==> src/rtl/synth_pkg.sv <==
// Shared constants and types for the synthesizer audio output stage.
package synth_pkg;

   // Field positions inside a 16-bit voice control register
   localparam int EN_BIT  = 15;
   localparam int VOL_MSB = 14;
   localparam int VOL_LSB = 12;
   localparam int P_MSB   = 11;

   localparam int NUM_CH      = 8;
   localparam int CARRIER_MAX = 55;
   localparam int MIX_W       = 6;

   typedef struct packed {
      logic        en;
      logic [2:0]  vol;
      logic [11:0] period;
   } voice_ctrl_t;

   // Split a raw register word into its control fields
   function automatic voice_ctrl_t to_ctrl(input logic [15:0] raw);
      voice_ctrl_t c;
      c.en     = raw[EN_BIT];
      c.vol    = raw[VOL_MSB:VOL_LSB];
      c.period = raw[P_MSB:0];
      return c;
   endfunction

endpackage

==> src/rtl/pwm_voice.sv <==
// One square-wave voice: a half-period down-counter that toggles the square
// bit each time it expires, plus the gated volume it contributes to the mix.
module pwm_voice
   import synth_pkg::*;
(
   input  logic        clk,
   input  logic        rst,
   input  logic        tick,
   input  voice_ctrl_t ctrl,
   output logic        sq,
   output logic [2:0]  amp
);

   logic [11:0] cnt;
   logic        active;

   assign active = ctrl.en && (ctrl.period != 12'd0);

   // Counter/square update; an inactive voice is cleared without waiting for a tick
   always_ff @(posedge clk) begin
      if (rst) begin
         cnt <= 12'd0;
         sq  <= 1'b0;
      end else if (!active) begin
         cnt <= 12'd0;
         sq  <= 1'b0;
      end else if (tick) begin
         if ((cnt == 12'd0) || (cnt > ctrl.period)) begin
            // fresh start or period lowered below the running count: reload, keep phase bit
            cnt <= ctrl.period;
         end else if (cnt == 12'd1) begin
            sq  <= ~sq;
            cnt <= ctrl.period;
         end else begin
            cnt <= cnt - 12'd1;
         end
      end
   end

   // Volume only reaches the mixer while the voice is active and high
   assign amp = (active && sq) ? ctrl.vol : 3'd0;

endmodule

==> src/rtl/pwm_synth_out.sv <==
// Audio output stage: eight square-wave voices summed into a 6-bit level that
// drives a 56-clock PWM carrier on the audio pin.
module pwm_synth_out #(
   parameter int TICK_DIV = 50,
   parameter int NUM_CH   = 8
) (
   input  logic        clk,
   input  logic        rst,
   input  logic [15:0] pwm_reg0,
   input  logic [15:0] pwm_reg1,
   input  logic [15:0] pwm_reg2,
   input  logic [15:0] pwm_reg3,
   input  logic [15:0] pwm_reg4,
   input  logic [15:0] pwm_reg5,
   input  logic [15:0] pwm_reg6,
   input  logic [15:0] pwm_reg7,
   output logic        audio_pwm,
   output logic        sample_strobe,
   output logic [5:0]  mix_level,
   output logic [7:0]  chan_sq
);

   import synth_pkg::*;

   localparam int TICK_W = (TICK_DIV > 2) ? $clog2(TICK_DIV) : 1;

   logic [TICK_W-1:0] tick_cnt;
   logic              tick;
   logic [MIX_W-1:0]  car_cnt;
   logic              car_wrap;
   logic [MIX_W-1:0]  sum;
   logic [15:0]       raw [NUM_CH];
   logic [2:0]        amp [NUM_CH];
   logic [NUM_CH-1:0] sq_vec;

   assign raw[0] = pwm_reg0;
   assign raw[1] = pwm_reg1;
   assign raw[2] = pwm_reg2;
   assign raw[3] = pwm_reg3;
   assign raw[4] = pwm_reg4;
   assign raw[5] = pwm_reg5;
   assign raw[6] = pwm_reg6;
   assign raw[7] = pwm_reg7;

   assign tick = (tick_cnt == TICK_W'(TICK_DIV - 1));

   // Voice tick prescaler
   always_ff @(posedge clk) begin
      if (rst || tick) begin
         tick_cnt <= '0;
      end else begin
         tick_cnt <= tick_cnt + TICK_W'(1);
      end
   end

   for (genvar i = 0; i < NUM_CH; i++) begin : g_voice
      pwm_voice u_voice (
         .clk  (clk),
         .rst  (rst),
         .tick (tick),
         .ctrl (to_ctrl(raw[i])),
         .sq   (sq_vec[i]),
         .amp  (amp[i])
      );
   end

   assign chan_sq = sq_vec;

   // Adder tree over voice amplitudes; 8 x 7 = 56 fits in 6 bits
   always_comb begin
      sum = '0;
      for (int i = 0; i < NUM_CH; i++) begin
         sum = sum + MIX_W'(amp[i]);
      end
   end

   assign car_wrap      = (car_cnt == MIX_W'(CARRIER_MAX));
   assign sample_strobe = car_wrap;

   // Carrier counter, mix latch at wrap, and registered PWM comparator
   always_ff @(posedge clk) begin
      if (rst) begin
         car_cnt   <= '0;
         mix_level <= '0;
         audio_pwm <= 1'b0;
      end else begin
         car_cnt   <= car_wrap ? '0 : car_cnt + MIX_W'(1);
         if (car_wrap) begin
            mix_level <= sum;
         end
         audio_pwm <= (car_cnt < mix_level);
      end
   end

endmodule

==> config.mk <==
export PLATFORM = sky130hd
export DESIGN_NAME = pwm_synth_out
export DESIGN_NICKNAME = d
export VERILOG_FILES = /design/src/rtl/synth_pkg.sv /design/src/rtl/pwm_voice.sv /design/src/rtl/pwm_synth_out.sv
export SDC_FILE = /design/constraint.sdc
export NUM_CORES = 1
export LEC_CHECK = 0
export CAP_MARGIN = 20
export CORE_MARGIN = 5
export CORE_UTILIZATION = 50
export DETAILED_ROUTE_END_ITERATION = 8
export PLACE_DENSITY = 0.74
export SYNTH_ARGS = -nofsm -noshare
export SYNTH_HDL_FRONTEND = slang
export SYNTH_SLANG_ARGS = --single-unit
==> constraint.sdc <==
create_clock -name clk -period 4.9 [get_ports clk]
set_input_delay 0.49 -clock clk [delete_from_list [all_inputs] [get_ports clk]]
set_output_delay 0.49 -clock clk [all_outputs]
set_load 0.01 [all_outputs]
==> results of run 1 <==
[critical path: stages]
cell,delay (ns)
clkdlybuf4s50_1,0.42
nor4_1,0.30
buf_4,0.17
nand3_1,0.14
and3_1,0.24
and2_1,0.17
fa_1,0.53
inv_1,0.06
fa_1,0.45
fa_1,0.51
fa_1,0.54
inv_1,0.04
ha_1,0.21
fa_1,0.38
xnor2_1,0.13
a211oi_1,0.20
[logic make-up (layout without fill, tap and decap cells)]
| group | after synthesis | count (layout) |
|---|---|---|
| AOI/OAI and AO/OA | 341 | 341 |
| xor gates and xnor gates | 15 | 15 |
| adders and majority gates | 143 | 143 |
| buffers and inverters | 199 | 395 |
| DFF | 123 | 123 |
| muxes | 18 | 18 |
| other | 0 | 1 |
| and+or+nand+nor | 569 | 569 |
[registers in the layout, summed over array words and instances, names as in the netlist]
signal	cells
audio_pwm	1
car_cnt	6
g_voice.u_voice.cnt	96
g_voice.u_voice.sq	8
mix_level	6
tick_cnt	6
[Yosys cell counts, drive strengths merged, types with 5 or more instances]
| master | number | area [um^2] |
|---|---|---|
| a21oi | 106 | 531 |
| o311ai | 10 | 87.6 |
| a211o | 7 | 61.3 |
| fa | 17 | 340 |
| a211oi | 5 | 37.5 |
| mux2i | 18 | 180 |
| nand4 | 30 | 188 |
| and2 | 18 | 113 |
| nand2b | 17 | 106 |
| nor3b | 10 | 75.1 |
| buf | 22 | 148 |
| or2 | 14 | 87.6 |
| nor4 | 55 | 350 |
| inv | 140 | 526 |
| nand3b | 7 | 52.6 |
| nor2b | 17 | 106 |
| clkbuf | 37 | 139 |
| o21ai | 90 | 450 |
| dfxtp | 123 | 2460 |
| nand3 | 111 | 556 |
| or4 | 19 | 158 |
| o211ai | 36 | 270 |
| nor2 | 82 | 315 |
| and3 | 14 | 87.6 |
| nor3 | 75 | 375 |
| o31ai | 10 | 75.1 |
| o21a | 5 | 37.5 |
| ha | 126 | 1580 |
| nand2 | 83 | 312 |
| or3 | 9 | 56.3 |
| a31oi | 40 | 263 |
| xnor2 | 11 | 96.3 |
| o22ai | 9 | 56.3 |
[per-stage QoR]
step	setup WS, ns	setup TNS (ns)
6_report	0.231	0
3_3_place_gp	-0.133	-0.206
4_1_cts	0.230	0
3_5_place_dp	-0.207	-0.362
2_1_floorplan	0.560	0
5_1_grt	0.00118	0
[where the power goes]
group          leakage (uW)  switching [uW]  total (uW)  internal, uW
Clock              0.000305             512        1370           861
Combinational       0.00422             343         650           307
Sequential         0.000992            26.0        1040          1020
Total               0.00551             881        3070          2190
[layout by cell type (no fill, tap or decap), drive strengths merged, types with 5 or more instances in the layout]
cell type,count
a211o,7
a21oi,106
ha,126
nor3,75
dfxtp,123
o311ai,10
clkbuf,17
nand2,83
a211oi,5
nand4,30
clkdlybuf4s50,144
o211ai,36
buf,79
nand2b,17
or3,9
fa,17
and2,18
nand3,111
nor4,55
nor3b,10
or4,19
xnor2,11
nor2,82
o21ai,90
o22ai,9
or2,14
o21a,5
mux2i,18
a31oi,40
nand3b,7
nor2b,17
o31ai,10
and3,14
inv,145
[routing by layer]
metal	vias to the layer above	track usage, %
li1	5550	-
met3	82	3.92
met4	0	11.1
met5	-	0
met2	431	41.2
met1	5254	32.2
[cell type report]
class	count	share of cell area [%]
multi-input cells	1086	54.9
flip-flops and latches	123	18.4
repair buffers	223	15.3
inverters	140	3.94
clock buffers	17	3.19
well taps	275	2.58
clock inverters	15	1.57
diodes	1	0.0187
[worst max path at each step]
stage,startpoint,end,slack (ns)
6_report,pwm_reg0[1],mix_level[4],0.23
4_1_cts,pwm_reg0[11],mix_level[4],0.23
3_5_place_dp,pwm_reg0[11],mix_level[4],-0.21
3_3_place_gp,pwm_reg0[1],mix_level[4],-0.13
2_1_floorplan,pwm_reg3[10],mix_level[4],0.56
5_1_grt,pwm_reg0[1],mix_level[4],0.001
==> reports/results.txt, run 1 <==
Routed wl met2 = 14.6 mm
RD Place Congestion = 0.941
CTS Sinks = 123
Syn nets = 1681
Reg-to-Reg End = mix_level[4]
Hold buffer count at CTS = 0
Total grt overflow = 0
Post-Place Cells = 1846
Area delta synth->final = 26.2%
Met1 WL = 13.5 mm
Post-Synth Adder-Cell Area = 18.1%
PwrDens = 230 nW/um^2
Synth Register Bits = 123
Final Hold Viols = 0
CP arrival = 5.00 ns
Slew headroom = 38.2%
Total wire length = 31.2 mm
Post-layout util = 63.7%
Clock Pin Slew Worst Setup and Hold Paths = 0.06 ns
Final Skew = 0.0127 ns
Largest family of logic cells by synthesized area = simple AND/OR/NAND/NOR gates
Top sig layer = met4
Leak pwr = 0.00551 uW
WP data required = 5.23 ns
Max-cap viol count = 0
Post-route cell area = 13400 um^2
Status = finished, final reports clean
Mux cell area share after synthesis = 1.70%
Worst setup SP type = primary input
Vias = 11300
Buffers on Ports = 145
Post-cts sizing count = 0
Netlist cell types = 62
DR WL/cell = 16.6 um
Initial core utilization = 50.5%
Multi-input logic area = 7340 um^2
Worst reg2reg startpoint = g_voice[3].u_voice.sq
Layout cells sized above 1 = 8.54%
Main synth FF type = dfxtp_1
Initial DRT Pass Iterations = 5
Largest net degree at the start of global routing = 48
Synthesized instance count = 1408
Final period util = 95.3%
Final ANT Viol Nets = 0
Seq/Total Area, Yosys = 23.3%
Total Power = 3070 uW
Fin. max-slew vios = 0
Post-CTS Setup Repair Bufs = 0
Worst Hold Class = reg2reg
Global Route Usage Sum = 24.9%
IO Pins = 146
Worst Hold Slack = 0.492 ns
First-pass GRT wire length = 50.7 mm
Die W = 156 um
Post-synth EDFFs = 0
Core Region = 21000 um^2
Clock root cell = clkbuf_16
Final setup vio count = 0
Synth Cell Area = 10600 um^2
CTS max path bufs = 2
DR vias/cell = 6.02
Initial antenna violation count = 1
Synth Area in XOR/XNOR = 1.24%
Post-synth ARST share = 0%
Hold depth = 1
Syn_area_per_cell = 7.52 um^2
Detail Placement HPWL = 23.8 mm
Simple-gate portion of the synthesized area = 28.4%
Worst Path Max Fanout = 3
Post-synthesis compound-gate area fraction = 19.6%
Setup repair after global routing missed its margin = no
Non-filler cells, final = 1880
YS warnings = 0
Sequential Area = 2460 um^2
Period minus WS final = 4.67 ns
Starting DRT DRC Count = 711
Vias in the first global route = 10700
CTS tree = yes
Met3 WL = 2.02 mm
FILL cells = 1907
CP Class = in2reg
Final net count = 1864
DRC = 0
Row cnt = 53
Slew @ Worst Pin = 0.924 ns
Max Clock Freq = 0.214 GHz
Beginning of the worst hold path = tick_cnt[0]
Clk_lat worst skew = 0.42 ns
R2r worst-path depth = 12
Crit path capture type = register
Hold endpoint = tick_cnt[0]
Post-DP Area = 12700 um^2
Die Span Y = 156 um
Die area = 24200 um^2
R2r setup slk = 0.97 ns
Num CTS Buffers = 17
H-Tree Depth = 4
Maximum vdd drop = 257 uV
Power figures use the tool's default switching activity.
==> inputs of run 2 (changes only) <==
--- a/config.mk
+++ b/config.mk
@@ -6,6 +6,7 @@
 export NUM_CORES = 1
 export LEC_CHECK = 0
 export CAP_MARGIN = 20
+export CORE_ASPECT_RATIO = 0.7
 export CORE_MARGIN = 5
 export CORE_UTILIZATION = 50
 export DETAILED_ROUTE_END_ITERATION = 8
==> run 2 against run 1 <==
Highest routed layer unchanged. Global-route usage up 0.74 points. Critical path depth unchanged. Critical endpoint unchanged. Hold slack got worse by 0.017 ns. Clock power is essentially flat. Setup slack worse by 0.035 ns. First-iteration DRC count rose by 80%. Power barely moved. Sequential power about the same. Maximum frequency shrank 0.74%.
==> reports/results.txt, run 2 (synthesis gave the netlist of run 1 again) <==
Core Region = 20800 um^2 (-0.96%)
WP data required = 5.24 ns (about the same)
Status = finished, final reports clean
Row cnt = 44 (-17%)
DRC = 0 (unchanged)
Total Power = 3070 uW (about the same)
Psw = 874 uW (-0.78%)
Worst setup SP type = primary input
Post-DP Area = 12600 um^2 (-0.31%)
Maximum vdd drop = 255 uV (-0.99%)
DR WL/cell = 17.2 um (+3.4%)
Clock root cell = clkbuf_16
Post-Place Cells = 1842 (-0.22%)
Die area = 24200 um^2 (+0.19%)
Combinational fraction of design power = 20.6% (-0.6 points)
Post-layout util = 64.3% (+0.55 points)
H-Tree Depth = 4 (unchanged)
Worst Path Max Fanout = 3 (unchanged)
Clock share of power = 45.3% (+0.5 points)
Non-filler cells, final = 1875 (-0.27%)
Worst Hold Slack = 0.475 ns (-0.0165 ns)
Leak pwr = 0.00549 uW (-0.48%)
IO Pins = 146 (unchanged)
Internal Pwr Total = 2190 uW (+0.31%)
Antenna diodes = 0 (-1)
Final Skew = 0.0122 ns (-0.000462 ns)
Final setup vio count = 0 (unchanged)
Slew headroom = 39.3% (+1.1 points)
Worst Hold Class = reg2reg
PwrDens = 230 nW/um^2 (about the same)
Crit path capture type = register
Global Route Usage Sum = 25.7% (+0.74 points)
First-pass GRT wire length = 52.2 mm (+2.9%)
Sw Share = 28.5% (-0.22 points)
Clock Pin Slew Worst Setup and Hold Paths = 0.06 ns (about the same)
Max Clock Freq = 0.213 GHz (-0.74%)
Commonest non-fill, non-tap cell in the layout = clkdlybuf4s50_1
Sequential share of power = 34.1% (about the same)
Vias in the first global route = 10400 (-2.5%)
Max-cap viol count = 0 (unchanged)
Multi-input logic area = 7360 um^2 (+0.32%)
Post-route cell area = 13300 um^2 (about the same)
Final period util = 96.0% (+0.71 points)
Initial antenna violation count = 0 (-1)
Clk_lat worst skew = 0.43 ns (about the same)
CTS Sinks = 123 (unchanged)
Period minus WS final = 4.70 ns (+0.0346 ns)
Total grt overflow = 0 (unchanged)
Max reg flops = 96 (unchanged)
DR vias/cell = 6.05 (+0.57%)
Initial DRT Pass Iterations = 8 (+3)
Fin. max-slew vios = 0 (unchanged)
Most flops, register = g_voice.u_voice.cnt
Largest net degree at the start of global routing = 63 (+31%)
CTS max path bufs = 2 (unchanged)
CTS tree = yes
Sequential Area = 2460 um^2 (unchanged)
Starting DRT DRC Count = 1282 (+80%)
Die Span Y = 132 um (-15%)
FILL cells = 1881 (-1.4%)
Buffers on Ports = 145 (unchanged)
Final Hold Viols = 0 (unchanged)
Slew @ Worst Pin = 0.910 ns (-0.0132 ns)
Die W = 184 um (+18%)
Final ANT Viol Nets = 0 (unchanged)
Most frequent cells in the layout = clkdlybuf4s50_1, inv_1, ha_1, dfxtp_1, nand3_1
Initial core utilization = 51.0% (+0.49 points)
RD Place Congestion = 0.936 (-0.48%)
CP arrival = 5.05 ns (+0.05 ns)
CP Class = in2reg
Largest regs = g_voice.u_voice.cnt (96), g_voice.u_voice.sq (8)
Vias = 11400 (+0.30%)
Detail Placement HPWL = 24.6 mm (+3.4%)
Area delta synth->final = 26.0% (about the same)
Final net count = 1859 (-0.27%)
Total wire length = 32.2 mm (+3.1%)
Num CTS Buffers = 17 (unchanged)
Layout cells sized above 1 = 8.51% (-0.036 points)
==> run 2: per-layer routing <==
layer	routed length (um)	global-route usage, %	up-vias	part of all wire (%)
met5	0	0	-	0
met4	399	5.30	0	1.2
met3	3020	5.02	35	9.4
met2	13500	37.7	505	42
met1	15300	38.9	5269	48
li1	-	-	5542	-
==> run 2: worst paths after layout <==
check                             start      endpoint  slack [ns]  cells after the start
hold reg to reg              car_cnt[0]    car_cnt[0]        0.48                      1
setup reg to reg  g_voice[0].u_voice.sq  mix_level[4]        0.95                     12
setup / recovery            pwm_reg3[7]  mix_level[4]        0.20                     16
hold / removal               car_cnt[0]    car_cnt[0]        0.48                      1
==> run 2: power groups by stage <==
stage                     logic, uW  clock network [uW]  registers, uW
after detailed placement        618                   0           1060
final                           632                1390           1040
after floorplan                 361                   0           1060
after CTS                       622                1400           1040
after global routing            698                1450           1050
after global placement          608                   0           1060
==> run 2: what timing repair did <==
| action | 4_1_cts | 5_1_grt |
|---|---|---|
| buffers inserted | 0 | 0 |
| gates resized for setup | 0 | 9 |
| setup endpoints to repair | 0 | 3 |
| hold buffers | 0 | 0 |
==> run 2: worst max-delay path: stages <==
cell and delay, ns:
clkdlybuf4s50_1 0.45, nor4_2 0.31, buf_4 0.16, nand3_1 0.13, and3_4 0.22, and2_1 0.17
fa_1 0.53, inv_1 0.05, fa_1 0.50, fa_1 0.44, fa_1 0.55, inv_1 0.04
ha_1 0.23, fa_1 0.39, xnor2_1 0.15, a211oi_2 0.21
==> run 2: cell type report <==
cell class | count | area share, %
clock inverters | 13 | 1.42
flip-flops and latches | 123 | 18.5
well taps | 276 | 2.59
multi-input cells | 1086 | 55.2
inverters | 140 | 3.94
repair buffers | 218 | 15.0
clock buffers | 19 | 3.39
==> run 2: per-stage QoR <==
stage / TNS (ns) / worst slack (ns)
finish: 0 / 0.196
global route: -0.0260 / -0.0260
CTS: 0 / 0.0804
detailed placement: -0.591 / -0.289
global placement: -0.384 / -0.220
floorplan: 0 / 0.560
